==> config.mk <==
export PLATFORM = sky130hd
export DESIGN_NAME = dcache_miss_handler
export DESIGN_NICKNAME = d
export VERILOG_FILES = /design/src/rtl/dcache_miss_handler.sv
export SDC_FILE = /design/constraint.sdc
export NUM_CORES = 1
export LEC_CHECK = 0
export ABC_AREA = 1
export BUFFER_PORTS_ARGS = -buffer_cell sky130_fd_sc_hd__buf_4
export CAP_MARGIN = 20
export CORE_AREA = 2 2 129 131
export DETAILED_ROUTE_END_ITERATION = 10
export DIE_AREA = 0 0 131 133
export GPL_TIMING_DRIVEN = 0
export PLACE_DENSITY = 0.81
export SLEW_MARGIN = 25
export SYNTH_ARGS = -nofsm -noshare
export SYNTH_HDL_FRONTEND = slang
export SYNTH_HIERARCHICAL = 1
export SYNTH_SLANG_ARGS = --single-unit
==> constraint.sdc <==
create_clock -name clk -period 3.8 [get_ports clk]
set_input_delay 0.38 -clock clk [delete_from_list [all_inputs] [get_ports clk]]
set_output_delay 0.38 -clock clk [all_outputs]
set_load 0.02 [all_outputs]
==> src/rtl/dcache_miss_handler.sv <==
// Data-cache miss handler: one outstanding line refill, fetched as a 4-beat INCR read burst
// and delivered to the cache as a single 16 B fill, with an in-flight line probe for the load pipe.

module dcache_miss_handler_chk (
   input logic clk,
   input logic rst_n,
   input logic miss_ready,
   input logic busy,
   input logic mem_arvalid,
   input logic mem_rready,
   input logic fill_valid,
   input logic pend_hit
);
   ap_ready_idle : assert property (@(posedge clk) disable iff (!rst_n) miss_ready == !busy);
   ap_phase_excl : assert property (@(posedge clk) disable iff (!rst_n)
                                    $onehot0({mem_arvalid, mem_rready, fill_valid}));
   ap_probe_busy : assert property (@(posedge clk) disable iff (!rst_n) pend_hit |-> busy);
endmodule

module dcache_miss_handler (
   input  logic         clk,
   input  logic         rst_n,
   input  logic         miss_valid,
   input  logic [27:0]  miss_addr,
   output logic         miss_ready,
   output logic         mem_arvalid,
   output logic [31:0]  mem_araddr,
   output logic [7:0]   mem_arlen,
   output logic [2:0]   mem_arsize,
   output logic [1:0]   mem_arburst,
   input  logic         mem_arready,
   input  logic         mem_rvalid,
   input  logic [31:0]  mem_rdata,
   input  logic         mem_rlast,
   output logic         mem_rready,
   output logic         fill_valid,
   output logic [27:0]  fill_addr,
   output logic [127:0] fill_data,
   input  logic         fill_ready,
   input  logic [27:0]  q_addr,
   output logic         pend_hit,
   output logic         busy,
   output logic         err
);
   typedef enum logic [1:0] {
      IDLE = 2'd0,
      AR   = 2'd1,
      R    = 2'd2,
      FILL = 2'd3
   } state_t;

   state_t       state_r;
   state_t       state_next_s;
   logic [1:0]   cnt_r;
   logic [27:0]  line_addr_r;
   logic [31:0]  word_r [4];
   logic         err_r;
   logic         accept_s;
   logic         beat_s;
   logic         last_beat_s;

   // rlast must coincide exactly with the fourth beat; anything else is a framing fault
   function automatic logic framing_error(input logic rlast, input logic [1:0] cnt);
      framing_error = rlast ^ (cnt == 2'd3);
   endfunction

   // Handshake qualifiers derived from the current state
   always_comb begin
      accept_s    = (state_r == IDLE) && miss_valid;
      beat_s      = (state_r == R) && mem_rvalid;
      last_beat_s = beat_s && (cnt_r == 2'd3);
   end

   // Next-state decode; the beat count alone ends the burst
   always_comb begin
      state_next_s = state_r;
      case (state_r)
         IDLE: begin
            if (miss_valid) state_next_s = AR;
            else            state_next_s = IDLE;
         end
         AR: begin
            if (mem_arready) state_next_s = R;
            else             state_next_s = AR;
         end
         R: begin
            if (last_beat_s) state_next_s = FILL;
            else             state_next_s = R;
         end
         FILL: begin
            if (fill_ready) state_next_s = IDLE;
            else            state_next_s = FILL;
         end
         default: state_next_s = IDLE;
      endcase
   end

   // State register
   always_ff @(posedge clk or negedge rst_n) begin
      if (!rst_n) state_r <= IDLE;
      else        state_r <= state_next_s;
   end

   // Line address latch, beat counter and line assembly buffer
   always_ff @(posedge clk or negedge rst_n) begin
      if (!rst_n) begin
         cnt_r       <= 2'd0;
         line_addr_r <= 28'd0;
         for (int i = 0; i < 4; i++) word_r[i] <= 32'd0;
      end else if (accept_s) begin
         cnt_r       <= 2'd0;
         line_addr_r <= miss_addr;
      end else if (beat_s) begin
         word_r[cnt_r] <= mem_rdata;
         cnt_r         <= cnt_r + 2'd1;
      end else begin
         cnt_r       <= cnt_r;
         line_addr_r <= line_addr_r;
      end
   end

   // Sticky framing error, cleared only by reset
   always_ff @(posedge clk or negedge rst_n) begin
      if (!rst_n)                                     err_r <= 1'b0;
      else if (beat_s && framing_error(mem_rlast, cnt_r)) err_r <= 1'b1;
      else                                            err_r <= err_r;
   end

   assign miss_ready  = (state_r == IDLE);
   assign busy        = (state_r != IDLE);
   assign mem_arvalid = (state_r == AR);
   assign mem_araddr  = {line_addr_r, 4'h0};
   assign mem_arlen   = 8'd3;
   assign mem_arsize  = 3'b010;
   assign mem_arburst = 2'b01;
   assign mem_rready  = (state_r == R);
   assign fill_valid  = (state_r == FILL);
   assign fill_addr   = line_addr_r;
   assign fill_data   = {word_r[3], word_r[2], word_r[1], word_r[0]};
   assign pend_hit    = busy && (q_addr == line_addr_r);
   assign err         = err_r;

   dcache_miss_handler_chk u_chk (
      .clk         (clk),
      .rst_n       (rst_n),
      .miss_ready  (miss_ready),
      .busy        (busy),
      .mem_arvalid (mem_arvalid),
      .mem_rready  (mem_rready),
      .fill_valid  (fill_valid),
      .pend_hit    (pend_hit)
   );
endmodule
After elaboration in Yosys (flattened, before gate mapping). Cells that the tools add are included.

Flip-flop bits (word level): 161. Latch bits: 0. RAM bits: 0. Memory bits (read-only): 0. Bits of input ports: 95. Logic and storage cells: 39. Memories kept: 0.

$add $sub $neg: 1. Multiply operators: 0. Divide/modulo/power cells: 0. Order comparisons: 2. Equal/unequal tests: 5. Shift operators: 0. Multiplexer cells: 10. Bitwise gates (word level): 3. Reduce and logical (&&, ||, !) cells: 10.

Operators with widths (number): $bwmux W128 (1); $demux W32 S2 (1); $mux W32 (1); $eq A28 B28 Y1 (1); $mux W2 (4); $pmux W2 S4 (1); $eq A2 B2 Y1 const B (3); $logic_and A1 B1 Y1 (6); $reduce_bool A2 Y1 (2); $ge A3 B3 Y1 const B (1); $lt A3 B1 Y1 const B (1); $not A2 Y3 (1); $add A2 B1 Y2 const B (1); $eq A2 B1 Y1 const B (1); $logic_not A2 Y1 (1); $mux W1 (2); $reduce_and A2 Y1 (1); $not A1 Y1 (1); $xor A1 B1 Y1 (1).

Longest topological paths before layout. Gate-level depths: netlist of the first run.

Depth in word-level cells: 6. Gate-level depth with buffers: 9.

Worst setup path before layout of the first run. Ideal clock, no wire load.

Path kind: reg2out. Start point: register state_r[0]. End point: output pend_hit. Arrival: 1236 ps. Required time: 3420 ps. Slack: 2184 ps. Cell stages (with the launch flop): 9. Cell sequence: dfrtp_1 -> inv_1 -> nand2_2 -> nand2_1 -> nor2_1 -> nand2_1 -> nor2_1 -> nand2_1 -> nor2_1.

Cells in the longest elaborated chain, start to end: 2.

Ends and longest elaborated chain: start: declaration (line 52) `state_t state_r;`; start signal: assignment (line 101) `else state_r <= state_next_s;`; $reduce_bool A2 Y1 (line 130) `assign busy = (state_r != IDLE);`; via busy (line 42) `output logic busy,`; $logic_and A1 B1 Y1 (line 140) `assign pend_hit = busy && (q_addr == line_addr_r);`; end: declaration (line 41) `output logic pend_hit,`.

The timed path passes the listed nets, and every way through them passes these cells.

Worst setup path in the final report of the first run.
Start point: register state_r[0]. End point: output pend_hit.

Cells in the longest elaborated chain, start to end: 2.

Ends and longest elaborated chain (line): $reduce_bool A2 Y1 (130); $logic_and A1 B1 Y1 (140).

No other way between the ends.

==> results of run 1 <==
-- sequential cells by signal, summed over array words and instances (netlist names) --
signal	cells
cnt_r	2
fill_data	128
state_r	2
fill_addr	28
err	1
-- area by class of cell --
cell class	instances	area, um2	share of cell area, %
clock buffers	18	429	4.23
well taps	220	275	2.71
repair buffers	287	2180	21.5
plain buffers	75	609	6.01
inverters	82	313	3.08
multi-input cells	446	2160	21.2
diodes	1	2.50	0.0247
flip-flops and latches	161	4030	39.7
clock inverters	14	148	1.46
-- worst paths after layout --
kind,start,endpoint,slack [ns],cells past startpoint
hold / removal,miss_addr[23],fill_addr[23],0.17,2
setup reg to reg,state_r[0],fill_addr[22],2.33,6
max in group asynchronous,rst_n,cnt_r[0],2.41,3
hold reg to reg,err,err,0.48,1
min in group asynchronous,rst_n,fill_data[38],0.56,2
setup / recovery,state_r[0],pend_hit,1.73,9
-- layer usage --
layer | share of wire, % | global-route usage, % | up-vias | routed length [um]
met1 | 38 | 28.7 | 2934 | 7940
met5 | 0 | 0 | - | 0
met4 | 2.6 | 9.16 | 0 | 546
li1 | - | - | 2932 | -
met2 | 50 | 40.6 | 271 | 10500
met3 | 8.6 | 6.96 | 38 | 1790
-- power by group through the flow --
stage | Combinational [uW] | Sequential, uW | Clock (uW)
3_3_place_gp | 4340 | 3040 | 0
5_1_grt | 4750 | 3140 | 1780
4_1_cts | 4440 | 3050 | 1700
6_report | 4400 | 3060 | 1670
2_1_floorplan | 1560 | 3890 | 0
3_5_place_dp | 4440 | 3060 | 0
-- cell usage in the layout, fill, tap and decap left out, drive strengths merged --
| cell | n |
|---|---|
| ha | 4 |
| o21ai | 135 |
| o2111ai | 1 |
| diode | 1 |
| clkinvlp | 4 |
| buf | 360 |
| mux2 | 8 |
| or2 | 1 |
| clkbuf | 19 |
| inv | 87 |
| conb | 17 |
| clkinv | 4 |
| nand3 | 2 |
| nand2 | 205 |
| o211ai | 1 |
| xor2 | 1 |
| dfrtp | 161 |
| o21bai | 1 |
| nor2 | 47 |
| xnor2 | 2 |
| dlygate4sd3 | 1 |
| nand3b | 1 |
| a21oi | 20 |
| bufinv | 1 |
-- critical path: cells and delay by family (launching register included) --
kind	cells	cell delay, ns
AND/OR/NAND/NOR	7	0.64
flip-flops	1	0.41
buffers and inverters	2	0.25
-- what timing repair did --
| action | 4_1_cts | 5_1_grt |
|---|---|---|
| hold endpoints to repair | 33 | 0 |
| hold buffers | 1 | 0 |
| buffers inserted | 0 | 0 |
-- through the flow --
step	power [uW]	setup WS, ns	util [%]
5_1_grt	9670	1.55	62.7
3_3_place_gp	7380	1.48	58.9
3_5_place_dp	7500	2.16	59.1
4_1_cts	9190	1.71	62.7
2_1_floorplan	5450	2.18	-
6_report	9130	1.73	62.7
-- cell families after synthesis --
| family | Yosys count | synth area share (%) |
|---|---|---|
| AO/OA/AOI/OAI | 158 | 12.6 |
| XOR/XNOR | 3 | 0.373 |
| adder cells (fa/ha/maj) | 4 | 0.710 |
| buffers and inverters | 157 | 13.1 |
| flip-flops | 161 | 57.1 |
| multiplexers | 8 | 1.28 |
| other | 2 | 0.107 |
| AND/OR/NAND/NOR | 256 | 14.7 |
==> impl_metrics.toml, run 1 <==
[clock_network]
h-tree-depth = 4
cts-root-buf = "clkbuf_16"
post_cts_resized = 0
clock_latency_ns = 0.42
cts_tree = "done"
numCtsBuffers = 17
clkTransAtPathRegs_ns = 0.06
clk_path_buf_depth = 2
clock-sinks = 161

[setup_path]
worstPathRequired_ns = 3.42
cp-end-kind = "primary output"
cp.arrival_ns = 1.69
crit_slowest_cell = "dfrtp_1"
worstSetupPathType = "reg -> out"
cp_slowest_stage_delay_ns = 0.41
cp-start-kind = "register"
path_cells = "inv_1, nand2_2, nand2_1, nor2_1, nand2_1, nor2_1, nand2_1, nor2_1, buf_4"
crit_fanout = 3

[place]
io_buffers = 285
dpl_cell_area_um2 = 9560
dp_cells = 1270
gp_congestion = 0.848
hpwl_mm = 15.4

[route]
num_vias = 6175
wl_per_cell_um = 15.9
via_per_inst = 4.74
post-route-drc-count = 0
drtIter0Drc = 295
dr.pass1.iters = 5
ant_nets = 0
routed_wirelength_mm = 20.7

[floorplan]
ios = 303
die_h_um = 133
core_area_um2 = 16200
initial_core_util_pct = 43.6
die_area_um2 = 17400
die_w_um = 131
num_rows = 47

[logic_synthesis]
synth_top_cells_by_area = "dfrtp_1 (57%), nand2_1 (10%), o21ai_0 (6.5%)"
netlist.area_leader.share_pct = 57.1
synth-async-reset-ratio_pct = 100
synth_area_um2 = 7050
ys.flop_type = "dfrtp_1"
synth_edf_count = 0
syn_avg_cell_area_um2 = 9.41
yosys.area.top_type = "dfrtp_1"
yosysMostFrequentCell = "nand2_1"
synth_cell_type_count = 29
synth_cells = 749
synth_common_cells = "nand2_1 (188), dfrtp_1 (161), o21ai_0 (91)"
synth-seq-area-share_pct = 57.1
ys_warn_count = 6
ys_ff_latch = 161

[min_path]
hp-class = "in -> reg"

[layout]
design_area_um2 = 10100
fin_cells = 1304
fillers = 1361
finalNetCount = 1169
drive_gt1_share_pct = 40.7
synthToLayoutAreaGrowth_pct = 43.9

[global_route]
antenna_found_initial = 1
grt_pass1_vias = 6157
grt_pass1_wl_mm = 32.2
grt_usage_pct = 24.0
grt.overflow.total = 0
grt_max_degree = 90

[sta]
finalMaxSlewViolations = 0
setup_tns_ns = 0
finalSetupViolCount = 0
fin_crit_ns = 2.07
fin_hold_ws_ns = 0.174
max_slew_margin_pct = 53.7
rsz0062_at_grt = "no"
period_share_pct = 54.5
timing.fmax_ghz = 0.483
tightest_slew_ns = 0.695
finClkSkew_ns = 0.00865
hold_viol = 0

[power]
ir_drop_mv = 0.463
pwr-share-clk_pct = 18.3
internal-power_uw = 5330
power.switching_uw = 3800
p_per_area_nw_per_um2 = 900
leakage_uw = 0.00555
p_seq_share_pct = 33.5
swShare_pct = 41.6
combPwrFrac_pct = 48.2

[status]
outcome = "finished clean"

[job]
drv_cap = 0
Note: power is estimated with default switching activity, not from simulation.
==> run 2, diff against run 1 <==
==> constraint.sdc (replaced) <==
create_clock -name clk -period 2.1 [get_ports clk]
set_input_delay 0.21 -clock clk [delete_from_list [all_inputs] [get_ports clk]]
set_output_delay 0.21 -clock clk [all_outputs]
set_load 0.02 [all_outputs]
==> run 2 against run 1 <==
- first-iteration DRC count increased by 14%
- clock power rose by 81%
- register-to-register slack worse by 1.7 ns
- core utilization grew 0.25 points
- hold slack lost 0.15 ns
- critical path depth did not move
- routed wire length grew 0.54%
- critical endpoint unchanged
==> impl_metrics.toml, run 2 (same netlist as run 1, synthesis figures left out) <==
[status]
outcome = "finished clean"

[power]
leakage_uw = 0.00557
ir_drop_mv = 0.839
power.switching_uw = 6890
power_uw = 16500
swShare_pct = 41.6
p_per_area_nw_per_um2 = 1620
combPwrFrac_pct = 48.3
p_seq_share_pct = 33.5
internal-power_uw = 9650
pwr-share-clk_pct = 18.3

[route]
drtIter0Drc = 336
routed_wirelength_mm = 20.9
wl_per_cell_um = 15.9
post-route-drc-count = 0
num_vias = 6183
via_per_inst = 4.73
dr.pass1.iters = 5
ant_nets = 0

[min_path]
min_path_cells = 2
hp-class = "in -> reg"
min_from = "miss_addr[13]"
hold_end = "fill_addr[13]"

[global_route]
grt_max_degree = 90
busiest_layer = "met2"
antenna_found_initial = 1
grt_pass1_wl_mm = 32.3
grt_usage_pct = 24.1
met1_usage_pct = 28.8
use_met3_pct = 6.91
grt_pass1_vias = 6187
grt.overflow.total = 0
grtUsageMet2_pct = 40.7

[clock_network]
clkTransAtPathRegs_ns = 0.06
numCtsBuffers = 17
h-tree-depth = 4
ctsHoldBuffers = 5
clk_path_buf_depth = 2
clock_latency_ns = 0.42
post_cts_resized = 0
cts-root-buf = "clkbuf_16"
cts_tree = "done"
cts_setup_buffers = 0
clock-sinks = 161

[layout]
synthToLayoutAreaGrowth_pct = 44.5
finalNetCount = 1173
drive_gt1_share_pct = 40.6
fillers = 1346
final_common_cell = "buf_4"
largest_reg_flops = 128
layout_common_cells = "buf_4 (330), nand2_1 (188), dfrtp_1 (161)"
final_util_pct = 63.0
fin_cells = 1308

[sta]
finalMaxSlewViolations = 0
rsz0062_at_grt = "no"
finClkSkew_ns = 0.00863
period_share_pct = 90.6
tightest_slew_ns = 0.692
setup_slack_ns = 0.197
hold_viol = 0
max_slew_margin_pct = 53.9
timing.fmax_ghz = 0.526
finalSetupViolCount = 0
fin_crit_ns = 1.90
fin_hold_ws_ns = 0.0294

[place]
hpwl_mm = 15.4
dp_cells = 1270
dp_slack_ns = 0.630
io_buffers = 285
gp_congestion = 0.848

[setup_path]
crit_fanout = 3
cp-start-kind = "register"
cp-end-kind = "primary output"
cp.arrival_ns = 1.69
worstPathRequired_ns = 1.89
worstSetupPathType = "reg -> out"
reg2reg_from = "state_r[0]"
reg2reg_to = "fill_addr[22]"
regToRegSetupSlack_ns = 0.62
ff2ff_path_depth = 6

[job]
drv_cap = 0

[floorplan]
num_rows = 47
die_w_um = 131
ios = 303
die_h_um = 133
core_area_um2 = 16200
initial_core_util_pct = 43.6
die_area_um2 = 17400
==> run 2: metrics by stage <==
stage / setup TNS [ns] / cell area [um2]
2_1_floorplan: 0 / 7110
3_3_place_gp: -4.88 / 9520
3_5_place_dp: 0 / 9560
4_1_cts: 0 / 10200
5_1_grt: 0 / 10200
6_report: 0 / 10200
==> run 2: critical path: stages (launching register included) <==
cell	delay, ns
dfrtp_1	0.41
inv_1	0.10
nand2_2	0.11
nand2_1	0.06
nor2_1	0.12
nand2_1	0.09
nor2_1	0.10
nand2_1	0.06
nor2_1	0.10
buf_4	0.15
==> run 2: final cells by class <==
type | instances | area (um2) | area share (%)
repair buffers | 291 | 2220 | 21.8
clock inverters | 14 | 148 | 1.45
plain buffers | 75 | 609 | 5.98
well taps | 220 | 275 | 2.70
diodes | 1 | 2.50 | 0.0246
clock buffers | 18 | 429 | 4.21
inverters | 82 | 313 | 3.07
multi-input cells | 446 | 2160 | 21.2
flip-flops and latches | 161 | 4030 | 39.6
==> run 2: power by group through the flow <==
stage	Sequential, uW	Clock, uW	Combinational [uW]
3_5_place_dp	5530	0	8040
3_3_place_gp	5500	0	7850
2_1_floorplan	7040	0	2830
5_1_grt	5690	3210	8610
6_report	5530	3020	7980
4_1_cts	5520	3070	8040
==> run 2: how the worst max path moves through the flow <==
stage | start | endpoint | depth (start not counted)
after floorplan | state_r[0] | pend_hit | 8
after global placement | rst_n | fill_data[88] | 1
after detailed placement | state_r[1] | fill_data[52] | 8
after CTS | state_r[0] | pend_hit | 9
after global routing | fill_addr[11] | pend_hit | 9
final | state_r[0] | pend_hit | 9
==> run 2: routing by layer <==
layer | wire [um] | vias up | share of wire (%)
met4 | 546 | 0 | 2.6
met2 | 10500 | 252 | 50
li1 | - | 2939 | -
met5 | 0 | - | 0
met3 | 1680 | 38 | 8.1
met1 | 8100 | 2954 | 39
==> run 3, diff against run 2 <==
--- a/config.mk
+++ b/config.mk
@@ -8,10 +8,9 @@
 export ABC_AREA = 1
 export BUFFER_PORTS_ARGS = -buffer_cell sky130_fd_sc_hd__buf_4
 export CAP_MARGIN = 20
-export CORE_AREA = 2 2 129 131
+export CORE_AREA = 2 2 118 143
 export DETAILED_ROUTE_END_ITERATION = 10
-export DIE_AREA = 0 0 131 133
-export GPL_TIMING_DRIVEN = 0
+export DIE_AREA = 0 0 120 145
 export PLACE_DENSITY = 0.81
 export SLEW_MARGIN = 25
 export SYNTH_ARGS = -nofsm -noshare
==> constraint.sdc (replaced) <==
create_clock -name clk -period 1.88 [get_ports clk]
set_input_delay 0.188 -clock clk [delete_from_list [all_inputs] [get_ports clk]]
set_output_delay 0.188 -clock clk [all_outputs]
set_load 0.02 [all_outputs]
==> run 3 against run 2 <==
- critical endpoint unchanged
- hold slack got worse by 0.011 ns
- setup slack worse by 0.18 ns
- core utilization decreased by 1.4 points
- critical path type unchanged
- first-iteration DRC count fell by 19%
- register-to-register slack lost 0.32 ns
- combinational power up 6.8%
- non-clock buffer count fell by 46
==> impl_metrics.toml, run 3 (same netlist as run 1, synthesis figures left out) <==
[global_route]
grt_pass1_wl_mm = 29.5
grt.overflow.total = 0
grt_pass1_vias = 5796
grt_usage_pct = 21.5
antenna_found_initial = 0
grt_max_degree = 50

[floorplan]
die_w_um = 120
die_area_um2 = 17400
initial_core_util_pct = 44.0
die_h_um = 145
core_area_um2 = 16000
num_rows = 51
ios = 303

[place]
io_buffers = 285
hpwl_mm = 13.6
gp_congestion = 0.816

[clock_network]
clock_latency_ns = 0.42
cts_tree = "done"
numCtsBuffers = 17
clock-sinks = 161
cts-root-buf = "clkbuf_16"
clk_path_buf_depth = 2
clkTransAtPathRegs_ns = 0.06
h-tree-depth = 4

[power]
ir_drop_mv = 0.972
leakage_uw = 0.00538
p_per_area_nw_per_um2 = 1830

[setup_path]
worstSetupPathType = "reg -> out"
cp-start-kind = "register"
reg2reg_to = "fill_addr[9]"
reg2reg_from = "state_r[1]"
ff2ff_path_depth = 7
crit_fanout = 4
cp.arrival_ns = 1.67
cp-end-kind = "primary output"
regToRegSetupSlack_ns = 0.30
worstPathRequired_ns = 1.69

[min_path]
min_from = "miss_addr[22]"
hold_end = "fill_addr[22]"
min_path_cells = 2
hp-class = "in -> reg"

[route]
dr.pass1.iters = 5
routed_wirelength_mm = 18.6
num_vias = 5921
ant_nets = 0
post-route-drc-count = 0
wl_per_cell_um = 14.9
drtIter0Drc = 271
via_per_inst = 4.73

[sta]
fin_hold_ws_ns = 0.0186
period_share_pct = 98.9
rsz0062_at_grt = "yes"
finalSetupViolCount = 0
hold_viol = 0
fin_crit_ns = 1.86
finalMaxSlewViolations = 0
timing.fmax_ghz = 0.538
finClkSkew_ns = 0.00739

[layout]
synthToLayoutAreaGrowth_pct = 39.9
fillers = 1371
drive_gt1_share_pct = 37.7
insertedDiodeCount = 0
multi_input_area_um2 = 2160
final_util_pct = 61.6
largest_reg_flops = 128
finalNetCount = 1127
layout_common_cells = "buf_4 (301), nand2_1 (188), dfrtp_1 (160)"
seq_area_um2 = 4030
final_common_cell = "buf_4"

[job]
drv_cap = 0

[status]
outcome = "finished clean"
run 3: timing repair:
| action | in CTS | in global routing |
|---|---|---|
| setup endpoints to repair | 1 | 1 |
| pin swaps | 0 | 4 |
| hold endpoints to repair | 54 | 0 |
| resized for setup | 1 | 4 |
| buffers inserted | 4 | 4 |
| cloned | 0 | 0 |
| hold buffers | 11 | 0 |
run 3: layout make-up:
type / instances / share of cell area [%]
Timing Repair Buffer: 320 / 25.6
Sequential cell: 161 / 40.9
Clock buffer: 19 / 4.59
Multi-Input combinational cell: 446 / 21.9
Inverter: 82 / 3.17
Clock inverter: 12 / 1.26
Tap cell: 212 / 2.69
run 3: worst max-delay path: stages, from the launching register on:
cell and delay (ns):
dfrtp_1 0.38, inv_1 0.07, nand2_1 0.08, o21ai_1 0.07
nor2_1 0.13, nand2_1 0.10, nor2_1 0.12, nand2_1 0.07
nor2_1 0.09, buf_4 0.15
run 3: worst max path at each step:
| stage | start | to | slack (ns) | depth (start not counted) |
|---|---|---|---|---|
| floorplan | state_r[0] | pend_hit | 0.46 | 8 |
| global placement | state_r[0] | fill_addr[17] | 0.33 | 7 |
| detailed placement | state_r[0] | fill_addr[9] | 0.25 | 7 |
| CTS | fill_addr[13] | pend_hit | 0.001 | 8 |
| global route | fill_addr[11] | pend_hit | -0.10 | 9 |
| finish | fill_addr[11] | pend_hit | 0.02 | 9 |
run 3: per-stage QoR:
| step | std cells | setup WS [ns] | TNS [ns] | instance area, um2 | total power (uW) |
|---|---|---|---|---|---|
| floorplan | 764 | 0.456 | 0 | 7110 | 11000 |
| global placement | 1202 | 0.333 | 0 | 9110 | 14300 |
| detailed placement | 1202 | 0.246 | 0 | 9110 | 14600 |
| CTS | 1248 | 0.00114 | 0 | 9830 | 18100 |
| global route | 1252 | -0.103 | -0.103 | 9860 | 19100 |
| finish | 1252 | 0.0202 | 0 | 9860 | 18000 |
run 3: layer usage:
metal,vias up,wire [um],GRT usage [%]
met4,0,658,10.6
met3,44,1270,4.68
met2,226,9840,38.9
met5,-,0,0
met1,2811,6880,23.3
li1,2840,-,-
run 3: power breakdown:
part | leakage [uW] | internal (uW) | switching (uW)
clock | 0.000282 | 1920 | 1460
sequential | 0.00203 | 5030 | 1070
combinational | 0.00307 | 3590 | 4930
